[src/rtl/eq_pkg.sv]
// Shared constants, gain type and controller state encoding for the
// equalizer gain-control block.
package eq_pkg;

    localparam int NBANDS = 8;
    localparam int GW     = 16;
    localparam int BW     = $clog2(NBANDS);

    typedef logic [GW-1:0] gain_t;

    // Q2.14: 16'h4000 is a gain of 1.0.
    localparam gain_t UNITY = 16'h4000;
    localparam gain_t STEP  = 16'h0040;

    typedef enum logic [1:0] {
        IDLE,
        ARMED,
        RAMP
    } gctl_state_e;

endpackage

[src/rtl/gain_ramp_step.sv]
// Combinational single-band ramp step: moves a live gain at most STEP
// toward its target and flags when the target is reached.
module gain_ramp_step
    import eq_pkg::*;
(
    input  gain_t g_i,
    input  gain_t target_i,
    output gain_t g_o,
    output logic  done_o
);

    logic signed [GW:0] diff;
    logic        [GW:0] mag;

    always_comb begin
        // Extra bit keeps the unsigned difference exact in both directions.
        diff = $signed({1'b0, target_i}) - $signed({1'b0, g_i});
        mag  = diff[GW] ? unsigned'(-diff) : unsigned'(diff);

        if (mag <= {1'b0, STEP}) begin
            g_o = target_i;
        end else if (!diff[GW]) begin
            g_o = g_i + STEP;
        end else begin
            g_o = g_i - STEP;
        end

        done_o = (g_o == target_i);
    end

endmodule

[src/rtl/eq_gain_ctrl.sv]
// Equalizer gain controller: shadow -> target transfer on sample strobes.
// EQ_GAIN_RAMP_EN selects per-sample ramping; undefined, gains jump on load.
module eq_gain_ctrl
    import eq_pkg::*;
(
    input  logic          clk,
    input  logic          rst,
    input  logic          sample_tick,
    input  logic          wr_valid,
    output logic          wr_ready,
    input  logic [BW-1:0] wr_band,
    input  gain_t         wr_gain,
    input  logic          commit,
    output gain_t         g [NBANDS-1:0],
    output logic          busy
);

    gctl_state_e state_q, state_d;
    gain_t       shadow_q [NBANDS-1:0];
    gain_t       shadow_d [NBANDS-1:0];
    gain_t       target_q [NBANDS-1:0];
    gain_t       target_d [NBANDS-1:0];
    gain_t       g_q      [NBANDS-1:0];
    gain_t       g_d      [NBANDS-1:0];
    logic        busy_q, busy_d;

    // Shadow is frozen while a transfer is armed.
    assign wr_ready = (state_q != ARMED);

`ifdef EQ_GAIN_RAMP_EN
    gain_t             g_step    [NBANDS-1:0];
    logic [NBANDS-1:0] band_done;

    for (genvar i = 0; i < NBANDS; i++) begin : g_band
        gain_ramp_step u_step (
            .g_i      (g_q[i]),
            .target_i (target_q[i]),
            .g_o      (g_step[i]),
            .done_o   (band_done[i])
        );
    end
`endif

    always_comb begin
        // NOTE: every combinational output gets a default first so no path
        // through the case leaves a variable unassigned (no latches).
        state_d  = state_q;
        shadow_d = shadow_q;
        target_d = target_q;
        g_d      = g_q;

        if (wr_valid && wr_ready && (int'(wr_band) < NBANDS)) begin
            shadow_d[wr_band] = wr_gain;
        end

        case (state_q)
            IDLE: begin
                if (commit) state_d = ARMED;
            end
            ARMED: begin
                if (sample_tick) begin
                    target_d = shadow_q;
`ifdef EQ_GAIN_RAMP_EN
                    state_d  = RAMP;
`else
                    g_d      = shadow_q;
                    state_d  = IDLE;
`endif
                end
            end
            RAMP: begin
`ifdef EQ_GAIN_RAMP_EN
                if (sample_tick) begin
                    g_d = g_step;
                    if (commit)          state_d = ARMED;
                    else if (&band_done) state_d = IDLE;
                end else if (commit) begin
                    state_d = ARMED;
                end
`else
                state_d = IDLE;
`endif
            end
            default: state_d = IDLE;
        endcase

`ifdef EQ_GAIN_RAMP_EN
        busy_d = (state_d != IDLE);
`else
        busy_d = (state_d == ARMED);
`endif
    end

    always_ff @(posedge clk) begin
        // NOTE: the gain arrays are architectural state the equalizer sees,
        // so they are reset to unity rather than left as uninitialised RAM.
        if (rst) begin
            state_q <= IDLE;
            busy_q  <= 1'b0;
            for (int i = 0; i < NBANDS; i++) begin
                shadow_q[i] <= UNITY;
                target_q[i] <= UNITY;
                g_q[i]      <= UNITY;
            end
        end else begin
            // NOTE: non-blocking updates so all registers take their next
            // value from the same pre-edge snapshot.
            state_q  <= state_d;
            busy_q   <= busy_d;
            shadow_q <= shadow_d;
            target_q <= target_d;
            g_q      <= g_d;
        end
    end

    assign g    = g_q;
    assign busy = busy_q;

endmodule

[config.mk]
export PLATFORM = sky130hd
export DESIGN_NAME = eq_gain_ctrl
export DESIGN_NICKNAME = d
export VERILOG_FILES = /design/src/rtl/eq_pkg.sv /design/src/rtl/gain_ramp_step.sv /design/src/rtl/eq_gain_ctrl.sv
export SDC_FILE = /design/constraint.sdc
export NUM_CORES = 1
export LEC_CHECK = 0
export BUFFER_PORTS_ARGS = -buffer_cell sky130_fd_sc_hd__buf_2
export CORE_MARGIN = 2
export CORE_UTILIZATION = 60
export CTS_CLUSTER_SIZE = 28
export DETAILED_ROUTE_END_ITERATION = 10
export GPL_TIMING_DRIVEN = 0
export HOLD_SLACK_MARGIN = 0.02
export PLACE_DENSITY = 0.84
export SKIP_LAST_GASP = 1
export SLEW_MARGIN = 20
export SYNTH_ARGS = -nofsm -noshare
export SYNTH_HDL_FRONTEND = slang
export SYNTH_SLANG_ARGS = --single-unit
[constraint.sdc]
create_clock -name clk -period 2.85 [get_ports clk]
set_input_delay 0.285 -clock clk [delete_from_list [all_inputs] [get_ports clk]]
set_output_delay 0.285 -clock clk [all_outputs]
set_load 0.05 [all_outputs]
# == Word level (Yosys, flattened, before mapping) ==
# Cells that the tools add are included.
# totals
ff_bits,259
latch_bits,0
ram_bits,0
romBits,0
output_inout_bits,130
mem_count,0
# classes
n_addsub,0
multipliers,0
n_div,0
n_lt_le_gt_ge,2
eq_ne,3
shift,0
mux,6
bitwise,0
n_reduce_logical,4
# op_table
operator,n
bitwise mux 128 bit,1
demux 16 bit (select 3 bit),1
two-way mux 16 bit,1
equality test 2 x 1 -> 1 bit (second input constant),2
< comparator 3 x 4 -> 1 bit (second input constant),1
two-way mux 2 bit,2
one-hot mux 2 bit (2 select lines),1
greater-or-equal comparator 3 x 1 -> 1 bit (second input constant),1
logical AND 1 bit,2
zero test 2 bit,1
inequality test 2 x 1 -> 1 bit (second input constant),1
AND reduction 2 bit,1

# == Longest topological paths before layout ==
# Gate-level depths: netlist of run 1.
# depth
depth_word,5
mapped_depth,6

# == Least setup slack after synthesis of run 1 ==
# OpenSTA, ideal clock, no wires.
# synth_timing
path_kind,register to register
from,reg state_q[1]
to,reg shadow_q[18] (netlist bit)
arrival_ps,1272
t_required_ps,2778
path_slack_ps,1506
stages_incl_launch_ff,7
n_path_buf,3
path_cell_list,dfxtp_1 -> nand2b_1 -> buf_6 -> and3b_1 -> buf_6 -> buf_6 -> mux2i_1
# synth_via
elab_chain_len,2
# synth_lines
item,line,text
"start, declared",eq_gain_ctrl.sv:18,"gctl_state_e state_q, state_d;"
"start signal, assigned",eq_gain_ctrl.sv:108,state_q <= state_d;
inequality test 2 x 1 -> 1 bit,eq_gain_ctrl.sv:28,assign wr_ready = (state_q != ARMED);
named net wr_ready,eq_gain_ctrl.sv:10,"output logic wr_ready,"
logical AND 1 bit,eq_gain_ctrl.sv:52,if (wr_valid && wr_ready && (int'(wr_band) < NBANDS)) begin
"end signal, assigned",eq_gain_ctrl.sv:110,shadow_q <= shadow_d;
"end, declared",eq_gain_ctrl.sv:19,gain_t shadow_q [NBANDS-1:0];
# The timed path passes the listed nets, and every way through them passes these cells.
# A chain may end at the register's enable or synchronous reset.

# == Worst setup path after layout of run 1 ==
# layout_timing
from,reg state_q[1]
to,out wr_ready
# layout_via
elab_chain_len,1
# layout_lines
item,line
inequality test 2 x 1 -> 1 bit,eq_gain_ctrl.sv:28
"end, declared",eq_gain_ctrl.sv:10
# Every way passes these cells.

==> results.sh, run 1 <==
export IMPL_cp_end_kind="output pin"
export IMPL_cts_tree="yes"
export IMPL_ys_ff_latch=259
export IMPL_drtIter0Drc=493
export IMPL_io_buffers=152
export IMPL_htreeDepth=1
export IMPL_synthCells=1025
export IMPL_p_sw_mw=1.61
export IMPL_worstPathArrival_ps=1520
export IMPL_viasPerCell=5.22
export IMPL_antenna_found_initial=0
export IMPL_drive_above_1_share_pct=20.5
export IMPL_p_leak_nw=5.22
export IMPL_grt_pass1_wl_mm=36.3
export IMPL_fp_row_count=46
export IMPL_cellInternalPower_mw=5.70
export IMPL_vias=7502
export IMPL_cts_resized=0
export IMPL_cp_max_fo=10
export IMPL_layout_min_cycle_time_ps=1810
export IMPL_cts_made_buffers=25
export IMPL_yosysUniqueCellTypes=19
export IMPL_power_share_sequential_pct=50.5
export IMPL_place_congestion=0.828
export IMPL_layout_nets=1228
export IMPL_synth_area_mm2=0.00960
export IMPL_maxCapViolations=0
export IMPL_clk_latency_ps=510
export IMPL_postCtsHoldBufs=0
export IMPL_crit_type="reg -> out"
export IMPL_start_util_pct=60.9
export IMPL_r2r_cells=5
export IMPL_io_pin_count=154
export IMPL_yosysTopAreaCell="dfxtp_1"
export IMPL_grt_pass1_vias=7067
export IMPL_die_w_um=130
export IMPL_switching_share_pct=22.0
export IMPL_ys_flop_type="dfxtp_1"
export IMPL_final_antenna_net_count=0
export IMPL_ys_top_cells_by_area="dfxtp_1 54%, mux2i_1 13%, nand2_1 10%"
export IMPL_status="complete, no violations"
export IMPL_tns_ps=0
export IMPL_wl_per_cell_um=16.6
export IMPL_final_util_pct=72.6
export IMPL_slew_violations=0
export IMPL_root_buffer="clkbuf_16"
export IMPL_clockPowerShare_pct=44.8
export IMPL_crit_required_ps=2570
export IMPL_rsz0062_at_grt="false"
export IMPL_post_route_drc_count=0
export IMPL_worstMarginPinSlew_ps=894
export IMPL_track_usage_pct=27.5
export IMPL_ys_seq_area_share_pct=54.0
export IMPL_hold_violations=0
export IMPL_hpwl_mm=16.0
export IMPL_syn_area_per_cell_um2=9.37
export IMPL_gr_total_overflow=0
export IMPL_synth_nets=1049
export IMPL_fmax_ghz=0.554
export IMPL_finClkSkew_ps=8.54
export IMPL_clockBufferDepth=3
export IMPL_pwr_share_comb_pct=4.7
export IMPL_die_height_um=130
export IMPL_pre_cts_ws_ps=1000
export IMPL_synth_edf_count=0
export IMPL_first_pass_iters=5
export IMPL_setup_viol=0
export IMPL_whs_path_depth=3
export IMPL_hold_class="in -> reg"
export IMPL_clk_pin_slew_ps=60
export IMPL_syn2layout_area_growth_pct=19.3
export IMPL_synthArstFlopShare_pct=0
export IMPL_synth_top_area_share_pct=54.0
export IMPL_max_slew_margin_pct=40.4
export IMPL_peakVddDrop_v=0.000503
export IMPL_finalCritPeriodShare_pct=63.4
export IMPL_setup_ws_ps=1040
export IMPL_finalWirelength_mm=23.9
export IMPL_cts_setup_buffers=0
export IMPL_start_kind="flop"
export IMPL_coreArea_mm2=0.0158
export IMPL_synth_common_cells="259 x dfxtp_1, 256 x nand2_1, 136 x nand2b_1"
export IMPL_diodes=0
export IMPL_clock_sinks=259
export IMPL_grt_max_degree=16
export IMPL_yosys_warnings=0
export IMPL_die_area_mm2=0.0170
export IMPL_power_density_mw_per_mm2=638
export IMPL_yosysMostFrequentCell="dfxtp_1"
[power by group through the flow]
stage	Clock, mW	Combinational [mW]	Sequential [mW]
after floorplan	0	0.210	3.78
after global placement	0	0.333	3.77
after detailed placement	0	0.339	3.77
after CTS	3.30	0.341	3.69
after global routing	3.44	0.365	3.69
final	3.27	0.345	3.69
[worst paths after layout]
| path | start | end | slack, ps |
|---|---|---|---|
| worst max-delay path | state_q[1]$_SDFF_PP0_ | wr_ready | 1040 |
| worst min-delay path | commit | state_q[0]$_SDFF_PP0_ | 150 |
| worst max register to register | state_q[1]$_SDFF_PP0_ | g[25]$_SDFFE_PP0P_ | 1130 |
| worst min register to register | g[58]$_SDFFE_PP0P_ | g[58]$_SDFFE_PP0P_ | 450 |
[cells by family (layout without fill, tap and decap cells)]
| kind of cell | Yosys count | after routing | synth area share [%] |
|---|---|---|---|
| AOI/OAI and AO/OA | 120 | 120 | 6.26 |
| DFF | 259 | 259 | 54.0 |
| other | 1 | 1 | 0.0391 |
| and+or+nand+nor | 427 | 427 | 21.4 |
| muxes | 129 | 129 | 13.4 |
| buffers and inverters | 89 | 286 | 4.86 |
[flip-flops by register name, summed over array words and instances, names as in the netlist]
signal / count
busy: 1
g: 128
shadow_q: 128
state_q: 2
[stage by stage]
step | hold slack, ps | std cells | power, mW | area, um^2
final | 150 | 1438 | 7.31 | 11500
after global placement | 439 | 1393 | 4.10 | 10600
after detailed placement | 443 | 1393 | 4.11 | 10600
after global routing | 176 | 1438 | 7.50 | 11500
after floorplan | 432 | 1025 | 3.99 | 9600
after CTS | 132 | 1438 | 7.33 | 11500
[routing by layer]
layer	wire length [um]	share of wire, %	GRT usage [%]	vias to the layer above
met1	10200	43	35.4	3543
met5	0	0	0	-
li1	-	-	-	3668
met3	1570	6.6	5.05	58
met2	11300	47	45.9	233
met4	865	3.6	11.2	0
[cells in the final DEF (no fill, tap or decap), types with 8 or more instances in the layout]
master,count
nand2b_1,136
clkbuf_1,32
clkbuf_16,25
buf_2,192
nand2_1,256
nor2_1,9
buf_1,8
mux2i_1,129
buf_6,9
a21oi_1,120
nand3b_1,13
dfxtp_1,259
clkbuf_8,8
[layout make-up]
| cell class | instances | area [um^2] |
|---|---|---|
| timing repair buffer | 152 | 761 |
| clock inverter | 7 | 67.6 |
| buffer | 88 | 463 |
| sequential | 259 | 5180 |
| multi-input combinational | 677 | 3950 |
| clock buffer | 38 | 754 |
| inverter | 1 | 3.75 |
| fill | 1197 | 4320 |
| tap | 216 | 270 |
[worst max-delay path, cell delays in order (launching register included)]
cell,delay [ps]
dfxtp_1,380
nand2b_1,180
buf_6,170
buf_2,280
(Power assumes the default switching activity.)
==> run 2: changes to the inputs <==
--- a/config.mk
+++ b/config.mk
@@ -7,12 +7,12 @@
 export LEC_CHECK = 0
 export BUFFER_PORTS_ARGS = -buffer_cell sky130_fd_sc_hd__buf_2
 export CORE_MARGIN = 2
-export CORE_UTILIZATION = 60
+export CORE_UTILIZATION = 56
 export CTS_CLUSTER_SIZE = 28
 export DETAILED_ROUTE_END_ITERATION = 10
 export GPL_TIMING_DRIVEN = 0
 export HOLD_SLACK_MARGIN = 0.02
-export PLACE_DENSITY = 0.84
+export PLACE_DENSITY = 0.79
 export SKIP_LAST_GASP = 1
 export SLEW_MARGIN = 20
 export SYNTH_ARGS = -nofsm -noshare
==> constraint.sdc (replaced) <==
create_clock -name clk -period 1.84 [get_ports clk]
set_input_delay 0.184 -clock clk [delete_from_list [all_inputs] [get_ports clk]]
set_output_delay 0.184 -clock clk [all_outputs]
set_load 0.05 [all_outputs]
==> run 2 against run 1 <==
  * Global-route usage shrank 1.5 points
  * First-iteration DRC count decreased by 12%
  * Sequential share of layout area decreased by 0.25 points
  * Count of clock-buffer cells in the layout grew 2
  * Non-clock buffer count grew 1
  * Sequential cell count stayed put
  * Design area up 0.55%
  * Critical path depth unchanged
  * Final cell count up 0.49%
  * Clock power increased by 62%
  * Clock skew rose by 7.3 ps
  * Sequential power up 55%
  * Critical endpoint unchanged
  * Largest power group unchanged
==> results.sh, run 2 (synthesis results as in run 1) <==
export IMPL_cts_made_buffers=26
export IMPL_power_density_mw_per_mm2=1000
export IMPL_tns_ps=0
export IMPL_finalCritPeriodShare_pct=91.9
export IMPL_p_leak_nw=5.24
export IMPL_grtUsageMet2_pct=43.0
export IMPL_syn2layout_area_growth_pct=20.0
export IMPL_worstPathArrival_ps=1510
export IMPL_crit_type="reg -> out"
export IMPL_grt_pass1_wl_mm=36.9
export IMPL_max_slew_margin_pct=44.7
export IMPL_clockBufferDepth=3
export IMPL_track_usage_pct=26.0
export IMPL_htreeDepth=1
export IMPL_cts_tree="yes"
export IMPL_antenna_found_initial=3
export IMPL_maxCapViolations=0
export IMPL_cp_end_kind="output pin"
export IMPL_status="complete, no violations"
export IMPL_worstMarginPinSlew_ps=830
export IMPL_io_pin_count=154
export IMPL_start_kind="flop"
export IMPL_grt_max_degree=14
export IMPL_coreArea_mm2=0.0166
export IMPL_finalWirelength_mm=23.9
export IMPL_viasPerCell=5.14
export IMPL_top_usage_layer="met2"
export IMPL_hold_violations=0
export IMPL_gr_total_overflow=0
export IMPL_wl_per_cell_um=16.6
export IMPL_first_pass_iters=4
export IMPL_root_buffer="clkbuf_16"
export IMPL_final_cell_mix="259 x dfxtp_1, 256 x nand2_1, 192 x buf_2"
export IMPL_total_power_mw=11.6
export IMPL_drtIter0Drc=436
export IMPL_die_w_um=135
export IMPL_final_antenna_net_count=0
export IMPL_crit_required_ps=1660
export IMPL_cts_resized=0
export IMPL_final_util_pct=69.2
export IMPL_post_route_drc_count=0
export IMPL_hold_class="in -> reg"
export IMPL_layout_min_cycle_time_ps=1690
export IMPL_vias=7427
export IMPL_io_buffers=152
export IMPL_layout_nets=1230
export IMPL_peakVddDrop_v=0.000626
export IMPL_rsz0062_at_grt="false"
export IMPL_cp_max_fo=10
export IMPL_hpwl_mm=15.9
export IMPL_final_common_cell="dfxtp_1"
export IMPL_fmax_ghz=0.591
export IMPL_slew_violations=0
export IMPL_drive_above_1_share_pct=20.3
export IMPL_die_area_mm2=0.0182
export IMPL_grt_pass1_vias=7082
export IMPL_clk_latency_ps=520
export IMPL_finClkSkew_ps=15.8
export IMPL_use_met1_pct=33.9
export IMPL_clk_pin_slew_ps=60
export IMPL_die_height_um=135
export IMPL_place_congestion=0.807
export IMPL_met3_usage_pct=5.14
export IMPL_setup_viol=0
export IMPL_fp_row_count=47
export IMPL_clock_sinks=259
export IMPL_start_util_pct=57.7
==> run 2: changes by cell type in the layout (fill, tap and decap cells not counted) <==
cell,delta
clkbuf_8,-2
bufinv_16,+1
clkbuf_1,+2
dlygate4sd3_1,+1
clkbuf_16,+2
clkinv_2,-2
clkinvlp_4,-1
diode_2,+2
==> run 2: metal layers <==
layer	wire (um)	up-vias
li1	-	3676
met1	10400	3491
met2	11300	213
met3	1610	45
met4	664	2
met5	16	-
==> run 2: critical path, stage by stage, from the launching register on <==
cell      delay, ps
dfxtp_1         390
nand2b_1        170
buf_6           150
buf_2           290
==> run 2: metrics by stage <==
| step | instance area (um^2) | hold WS, ps | setup WS (ps) | std cells |
|---|---|---|---|---|
| 3_5_place_dp | 10600 | 444 | 87.9 | 1397 |
| 4_1_cts | 11500 | 48.4 | 145 | 1443 |
| 5_1_grt | 11500 | 69.6 | 52.5 | 1444 |
| 3_3_place_gp | 10600 | 440 | 125 | 1397 |
| 6_report | 11500 | 61.7 | 149 | 1445 |
| 2_1_floorplan | 9600 | 393 | 496 | 1025 |
==> run 2: path summary, 6_finish.rpt <==
| kind | startpoint | endpoint | slack [ps] | depth (start not counted) |
|---|---|---|---|---|
| max | state_q[1]$_SDFF_PP0_ | wr_ready | 150 | 3 |
| min | sample_tick | state_q[0]$_SDFF_PP0_ | 60 | 4 |
| max reg2reg | state_q[0]$_SDFF_PP0_ | g[84]$_SDFFE_PP0P_ | 160 | 5 |
| min reg2reg | shadow_q[111]$_SDFFE_PP0P_ | g[111]$_SDFFE_PP0P_ | 450 | 2 |
==> run 2: final cells by class <==
| class | instances | area [um^2] |
|---|---|---|
| flip-flops and latches | 259 | 5180 |
| diodes | 2 | 5.00 |
| clock buffers | 40 | 785 |
| clock inverters | 5 | 80.1 |
| inverters | 1 | 3.75 |
| plain buffers | 88 | 463 |
| multi-input cells | 677 | 3950 |
| well taps | 220 | 275 |
| repair buffers | 153 | 771 |
| fillers | 1338 | 5130 |
==> run 2: power by group <==
| group | switching, mW | internal, mW | leakage [nW] |
|---|---|---|---|
| Clock | 2.10 | 3.20 | 0.417 |
| Sequential | 0.0421 | 5.68 | 2.09 |
| Combinational | 0.343 | 0.191 | 2.73 |
==> run 2: repair_timing <==
item,in CTS,in global routing
endpoints found under the hold margin,1,0
hold buffers,1,0
setup endpoints to repair,0,0
setup buffers,0,0
